[config.mk]
export PLATFORM = sky130hd
export DESIGN_NAME = interface_rr_arbiter
export DESIGN_NICKNAME = d
export VERILOG_FILES = /design/src/rtl/interface_rr_arbiter.sv
export SDC_FILE = /design/constraint.sdc
export NUM_CORES = 1
export LEC_CHECK = 0
export CORE_MARGIN = 1
export CORE_UTILIZATION = 30
export CTS_BUF_LIST = sky130_fd_sc_hd__clkbuf_4
export CTS_CLUSTER_DIAMETER = 40
export DETAILED_ROUTE_END_ITERATION = 7
export GPL_ROUTABILITY_DRIVEN = 0
export MAX_ROUTING_LAYER = met4
export PLACE_DENSITY = 0.64
export SLEW_MARGIN = 20
export SYNTH_ARGS = -nofsm -noshare
export SYNTH_HDL_FRONTEND = slang
export SYNTH_SLANG_ARGS = --single-unit
[constraint.sdc]
create_clock -name clk_i -period 2.9 [get_ports clk_i]
set_input_delay 0.29 -clock clk_i [delete_from_list [all_inputs] [get_ports clk_i]]
set_output_delay 0.29 -clock clk_i [all_outputs]
set_load 0.005 [all_outputs]
[src/rtl/interface_rr_arbiter.sv]
// Packet-locked weighted round-robin arbiter. Grants are registered and held
// until the packet's last beat is accepted or the owner drops its request.
// Each grant covers up to weight packets before the rotating pointer moves on.
module interface_rr_arbiter #(
  parameter int unsigned IN_COUNT = 4,
  parameter int unsigned WEIGHT_W = 4,
  localparam int unsigned SEL_W = $clog2(IN_COUNT)
) (
  input  logic                         clk_i,
  input  logic                         reset_ni,
  input  logic [IN_COUNT-1:0]          req_i,
  input  logic                         last_i,
  input  logic                         ready_i,
  input  logic [IN_COUNT*WEIGHT_W-1:0] weight_i,
  output logic [IN_COUNT-1:0]          gnt_o,
  output logic [SEL_W-1:0]             sel_o,
  output logic                         gnt_valid_o,
  output logic [WEIGHT_W-1:0]          credit_o
);

  localparam logic [0:0] StIdle  = 1'b0;
  localparam logic [0:0] StGrant = 1'b1;

  logic [0:0]          state_q, state_d;
  logic [IN_COUNT-1:0] gnt_q, gnt_d;
  logic [SEL_W-1:0]    sel_q, sel_d;
  logic [SEL_W-1:0]    ptr_q, ptr_d;
  logic [WEIGHT_W-1:0] credit_q, credit_d;

  logic                win_found;
  logic [SEL_W-1:0]    win_idx;
  logic [WEIGHT_W-1:0] win_weight;
  logic [WEIGHT_W-1:0] win_credit;
  int unsigned         cand;

  logic req_sel, pkt_last, abort;

  // Winner search: first requester after the last-served pointer, wrapping.
  // ptr_q always equals sel_q while granted, so one search covers idle and rotate.
  always_comb begin
    win_found = 1'b0;
    win_idx   = '0;
    cand      = 0;
    for (int unsigned d = 1; d <= IN_COUNT; d++) begin
      cand = (32'(ptr_q) + d) % IN_COUNT;
      if (!win_found && req_i[SEL_W'(cand)]) begin
        win_found = 1'b1;
        win_idx   = SEL_W'(cand);
      end
    end
  end

  // Weight of the search winner; a zero weight still grants one packet.
  always_comb begin
    win_weight = '0;
    for (int unsigned k = 0; k < IN_COUNT; k++) begin
      if (SEL_W'(k) == win_idx) win_weight = weight_i[k*WEIGHT_W +: WEIGHT_W];
    end
    win_credit = (win_weight == '0) ? WEIGHT_W'(1) : win_weight;
  end

  assign req_sel  = req_i[sel_q];
  assign pkt_last = (state_q == StGrant) && ready_i && req_sel && last_i;
  assign abort    = (state_q == StGrant) && !req_sel;

  // Next-state: issue, hold, consume credit, hand over or release.
  always_comb begin
    state_d  = state_q;
    gnt_d    = gnt_q;
    sel_d    = sel_q;
    ptr_d    = ptr_q;
    credit_d = credit_q;
    if ((state_q == StIdle) || abort || pkt_last) begin
      if (pkt_last && (credit_q > WEIGHT_W'(1))) begin
        // Owner still requesting (beat was accepted): keep the grant.
        credit_d = credit_q - WEIGHT_W'(1);
      end else if (win_found) begin
        state_d  = StGrant;
        gnt_d    = IN_COUNT'(1) << win_idx;
        sel_d    = win_idx;
        ptr_d    = win_idx;
        credit_d = win_credit;
      end else begin
        state_d  = StIdle;
        gnt_d    = '0;
        credit_d = '0;
      end
    end
  end

  // State registers; reset drops any grant immediately.
  always_ff @(posedge clk_i or negedge reset_ni) begin
    if (!reset_ni) begin
      state_q  <= StIdle;
      gnt_q    <= '0;
      sel_q    <= '0;
      ptr_q    <= SEL_W'(IN_COUNT - 1);
      credit_q <= '0;
    end else begin
      state_q  <= state_d;
      gnt_q    <= gnt_d;
      sel_q    <= sel_d;
      ptr_q    <= ptr_d;
      credit_q <= credit_d;
    end
  end

  assign gnt_o       = gnt_q;
  assign sel_o       = sel_q;
  assign gnt_valid_o = (state_q == StGrant);
  assign credit_o    = credit_q;

endmodule
==> run metrics, run 1 <==
post-place setup slack 0.610 ns; Max Slew Vio Count 0; Total GRT Usage 16.4%; Antenna diodes 0; Critical Path Sink Type flop; pin count of the biggest net entering global routing 14; sequential cell area 328 um2; initial antenna violation count 0; Post-synth EDFFs 0; Setup crit start req_i[1]; vias ~870; Setup CP Type in2reg; Hold/Removal Path Class in2async; FF+latch count, synth 13; Leakage 0.000535 uW; wirelength, routed 2320 um; CP delay by family, top compound AO/OA/AOI/OAI gates; die outline width 56.6 um; element type at the critical path start primary input; Core ar. about 0.0028 mm2; syn nets 123; layout cell share with drive strength beyond 1 between 10% and 20%; required time worst endpoint a little over 3 ns; CTS tree built; Cell Rows 19; commonest non-fill, non-tap cell in the layout clkdlybuf4s50_1; RR Startpoint ptr_q[1]; maximum clock path buffer count 2; share of Yosys cell area claimed by the top area cell type a little under a third; Final Skew 0.00547 ns; clock slew seen by the registers of the worst setup and hold paths 0.08 ns; # fillers 284; Final Net Count 161; CTS Buf Count 3; post-synthesis sequential area ratio 36.6%; first-pass GRT wire length 3880 um; DRC violations left 0; clk root buf clkbuf_4; crit-path max cell delay roughly 0.59 ns; syn_area_per_cell 9.24 um2; area grow syn2layout 44.4%; CP Max Fanout 11; grt total ovfl 0; most frequent cells in the layout clkdlybuf4s50_1 (34), dfrtp_1 (11), inv_1 (8), nor2_1 (7), nand2_1 (7); Max Cap Viol 0; H-tree depth 1; initial core utilization 32.2%; hpwl dp 1840 um; minimum clock period ~2 ns; slew margin rel. 61.2%; Highest Clock Rate 498 MHz; Setup violations, final 0; status completed; area of the multi-input gates ~530 um2; CTS sink cnt 13; hold_buf cts 0; synth warn 0; DR WL/cell between 10 and 15 um; endpoints failing hold 0; IR drop worst, VDD 0.490 mV; Synth async-reset ratio 100%; # IOs 35; largest area contributor in the netlist dfrtp_1; CP arrival 2.20 ns; Final period util 69.2%; via density per instance 5.26; Synth area leaders dfrtp_1 (31%), dfstp_2 (5.9%), a211oi_1 (5.0%); Power Density 899 mW/mm2; worst skew pair latency 0.27 ns; synthesized instance count 97; Cell Chain, Critical Path clkdlybuf4s50_1 -> nand2b_1 -> a21o_2 -> and3_4 -> a211oi_1 -> o22ai_1 -> o31ai_2; Bufs and invs on worst path 1; CTS resizes 0; DRT Pass-1 Iters 4; Setup WS post-layout 0.892 ns; worst slew pin tran between 0.5 and 0.6 ns; die footprint 0.00321 mm2; Routed Antenna Nets 0; I/O Buffers 34; vias in the first global route 889; total power 1160 uW; buffer count from post-CTS setup fixing 0; Post-Synthesis Cell Area 896 um2; total negative slack 0 ns; CP max stage cell clkdlybuf4s50_1; die height 56.6 um; RSZ-0062 raised after global routing no; dominant synthesized flop cell dfrtp_1; DRT iter0 DRCs 27; synth unique cells 38
synth_stat cells (all sizes together) (2+ instances only):
master and n:
o31ai 3, o21a 3, dfstp 2, nor2 8, nand2b 7, ha 2, a31oi 6, nand2 8
dfrtp 11, a21o 5, inv 8, o21ai 3, a211oi 6, nor4 2, o22ai 2, a21oi 6
worst paths after layout:
kind                            slack, ns           to  depth (start not counted)
worst min register to register       0.49     gnt_o[3]                          2
min in group clk_i                   0.49     gnt_o[3]                          2
worst min-delay path                 0.38  credit_o[2]                          1
max in group asynchronous            2.14     gnt_o[0]                          1
worst max register to register       1.01  credit_o[0]                          5
worst max-delay path                 0.89  credit_o[0]                          7
where the power goes:
group	internal [uW]	total, uW	switching (uW)
clock network	62.6	119	56.6
logic	365	687	322
registers	274	357	82.6
sequential cells by signal, indices dropped and copies added (netlist names):
signal and count:
sel_o 2, gnt_o 4, ptr_q 2, gnt_valid_o 1, credit_o 4
layer usage:
metal	up-vias	share of wire, %	wire length, um	GRT usage [%]
li1	440	-	-	-
met1	403	46	1070	20.4
met2	23	49	1140	25.2
met3	2	4.1	95	3.69
met4	0	0.73	17	8.01
met5	-	0	0	-
logic make-up (layout without fill, tap and decap cells):
group | after synthesis | in the layout | synth area share (%)
AOI/OAI and AO/OA | 41 | 41 | 33.5
xor gates and xnor gates | 2 | 2 | 1.96
adders and majority gates | 2 | 2 | 2.79
buffers and inverters | 9 | 46 | 4.61
DFF | 13 | 13 | 36.6
muxes | 2 | 2 | 3.63
and+or+nand+nor | 28 | 28 | 16.9
stage by stage:
stage | instances | cell area [um2] | utilization [%] | hold WS (ns)
floorplan | 97 | 896 | - | -0.00559
CTS | 165 | 1290 | 46.5 | 0.406
global route | 165 | 1290 | 46.5 | 0.432
global placement | 161 | 1260 | 45.4 | 0.473
finish | 165 | 1290 | 46.5 | 0.385
detailed placement | 161 | 1260 | 45.4 | 0.480
final cells by class:
| cell class | instances | share of cell area, % |
|---|---|---|
| multi-input cells | 75 | 40.7 |
| repair buffers | 34 | 26.3 |
| flip-flops and latches | 13 | 25.3 |
| well taps | 31 | 3.00 |
| clock buffers | 4 | 2.32 |
| inverters | 8 | 2.32 |
(Power assumes the default switching activity.)
==> run 2, diff against run 1 <==
==> constraint.sdc (replaced) <==
create_clock -name clk_i -period 2 [get_ports clk_i]
set_input_delay 0.2 -clock clk_i [delete_from_list [all_inputs] [get_ports clk_i]]
set_output_delay 0.2 -clock clk_i [all_outputs]
set_load 0.005 [all_outputs]
==> run 2 against run 1 <==
- clock power grew 43%
- flip-flop and latch count is the same
- die area is the same
- clock skew is essentially flat
- first-iteration DRC count shrank 7.4%
- register-to-register slack lost 0.85 ns
- final area grew 10%
- cell count grew 11%
- largest cell class unchanged
==> run metrics, run 2 (synthesis results as in run 1) <==
initial antenna violation count 0 (unchanged); Core ar. 0.00278 mm2 (unchanged); worst skew pair latency 0.28 ns (about the same); hold_buf cts 0 (unchanged); status completed; commonest non-fill, non-tap cell in the layout clkdlybuf4s50_1; die footprint 0.00321 mm2 (unchanged); worst slew pin tran 0.622 ns (+0.0417 ns); CP Max Fanout 6 (-5); Hold/Removal Path Class in2async; area grow syn2layout 59.2%; post-route insts no fill 183 (+11%); IR drop worst, VDD 0.795 mV (+62%); Total GRT Usage 17.3% (+0.87 points); Metal-1 WL 1120 um (+4.3%); CTS Buf Count 3 (unchanged); Setup CP Type reg2reg; Critical Path Sink Type flop; met3 wire length 108 um (+14%); Antenna diodes 0 (unchanged); CTS resizes 0 (unchanged); initial core utilization 32.2% (unchanged); CTS sink cnt 13 (unchanged); pin count of the biggest net entering global routing 14 (unchanged); Leakage 0.000619 uW (+16%); Cell Chain, Critical Path nand2b_1 -> buf_4 -> o22ai_1 -> a21o_1 -> a211oi_1 -> o22ai_1 -> o31ai_2; endpoints failing hold 0 (unchanged); slew margin rel. 58.4% (-2.8 points); layout cell share with drive strength beyond 1 22.4% (+10 points); Final Skew 0.00535 ns (-0.000124 ns); CP delay by family, top compound AO/OA/AOI/OAI gates; DRT iter0 DRCs 25 (-7.4%); buffer count from post-CTS setup fixing 0 (unchanged); Setup WS post-layout 0.160 ns (-0.733 ns); DRT Pass-1 Iters 4 (unchanged); top layer in use met4; maximum clock path buffer count 2 (unchanged); post-place setup slack -0.127 ns (-0.737 ns); clock slew seen by the registers of the worst setup and hold paths 0.09 ns (about the same); CTS tree built; H-tree depth 1 (unchanged); vias in the first global route 960 (+8.0%); most frequent cells in the layout clkdlybuf4s50_1 (34), buf_4 (18), dfrtp_1 (11), inv_1 (8); element type at the critical path start flop; DP Cell Count 179 (+11%); CP dominant cell by count o22ai_1; Routed Antenna Nets 0 (unchanged); minimum clock period 1.84 ns; DRC violations left 0 (unchanged); RSZ-0062 raised after global routing no; Max Cap Viol 0 (unchanged); CP max stage cell dfstp_2; DR WL/cell 13.4 um (-4.6%); first-pass GRT wire length 4260 um (+9.8%); total negative slack 0 ns (unchanged); Cell Rows 19 (unchanged); I/O Buffers 34 (unchanged); Max Slew Vio Count 0 (unchanged); wirelength, routed 2460 um (+5.8%); required time worst endpoint 2.19 ns (-0.90 ns); Final Net Count 179 (+11%); CP arrival 2.03 ns (-0.17 ns); # IOs 35 (unchanged); Power Density 1290 mW/mm2 (+44%); vias 939 (+8.2%); die height 56.6 um (unchanged); hpwl dp 2040 um (+11%); Bufs and invs on worst path 1 (unchanged); via density per instance 5.13 (-2.5%); crit-path max cell delay 0.57 ns (-0.02 ns); Final period util 92.0%; grt total ovfl 0 (unchanged); metal2 WL 1220 um (+7.4%); die outline width 56.6 um (unchanged); Highest Clock Rate 543 MHz; Setup violations, final 0 (unchanged); clk root buf clkbuf_4
run 2: report_power, final:
part	internal [uW]	leakage, uW	switching, uW
logic	656	0.000448	499
registers	398	0.000153	121
clock network	74.2	0.0000177	95.4
total	1130	0.000619	716
run 2: final cells by class:
class | instances | area [um2]
sequential | 13 | 328
clock inverter | 1 | 5.00
timing repair buffer | 52 | 475
multi-input combinational | 75 | 527
fill | 271 | 1360
clock buffer | 3 | 22.5
tap | 31 | 38.8
inverter | 8 | 30.0
run 2: per-stage QoR:
stage / area, um2 / utilization [%] / hold slack [ns] / power [uW]
floorplan: 896 / - / -0.0956 / 1150
global placement: 1400 / 50.3 / 0.466 / 1660
detailed placement: 1400 / 50.3 / 0.472 / 1680
CTS: 1430 / 51.3 / 0.324 / 1850
global route: 1430 / 51.3 / 0.356 / 1990
finish: 1430 / 51.3 / 0.296 / 1840
run 2: path summary, 6_finish.rpt:
path,start,end,slack [ns],depth (start not counted)
worst max register to register,ptr_q[0],credit_o[0],0.16,7
min in group clk_i,gnt_o[1],gnt_o[1],0.49,2
worst min-delay path,reset_ni,sel_o[1],0.30,1
max in group asynchronous,reset_ni,gnt_o[0],1.30,1
worst min register to register,gnt_o[1],gnt_o[1],0.49,2
worst max-delay path,ptr_q[0],credit_o[0],0.16,7
run 2: routing by layer:
metal / GRT usage [%] / vias up
li1: - / 477
met1: 21.4 / 435
met2: 29.6 / 25
met3: 3.00 / 2
met4: 3.48 / 0
met5: - / -
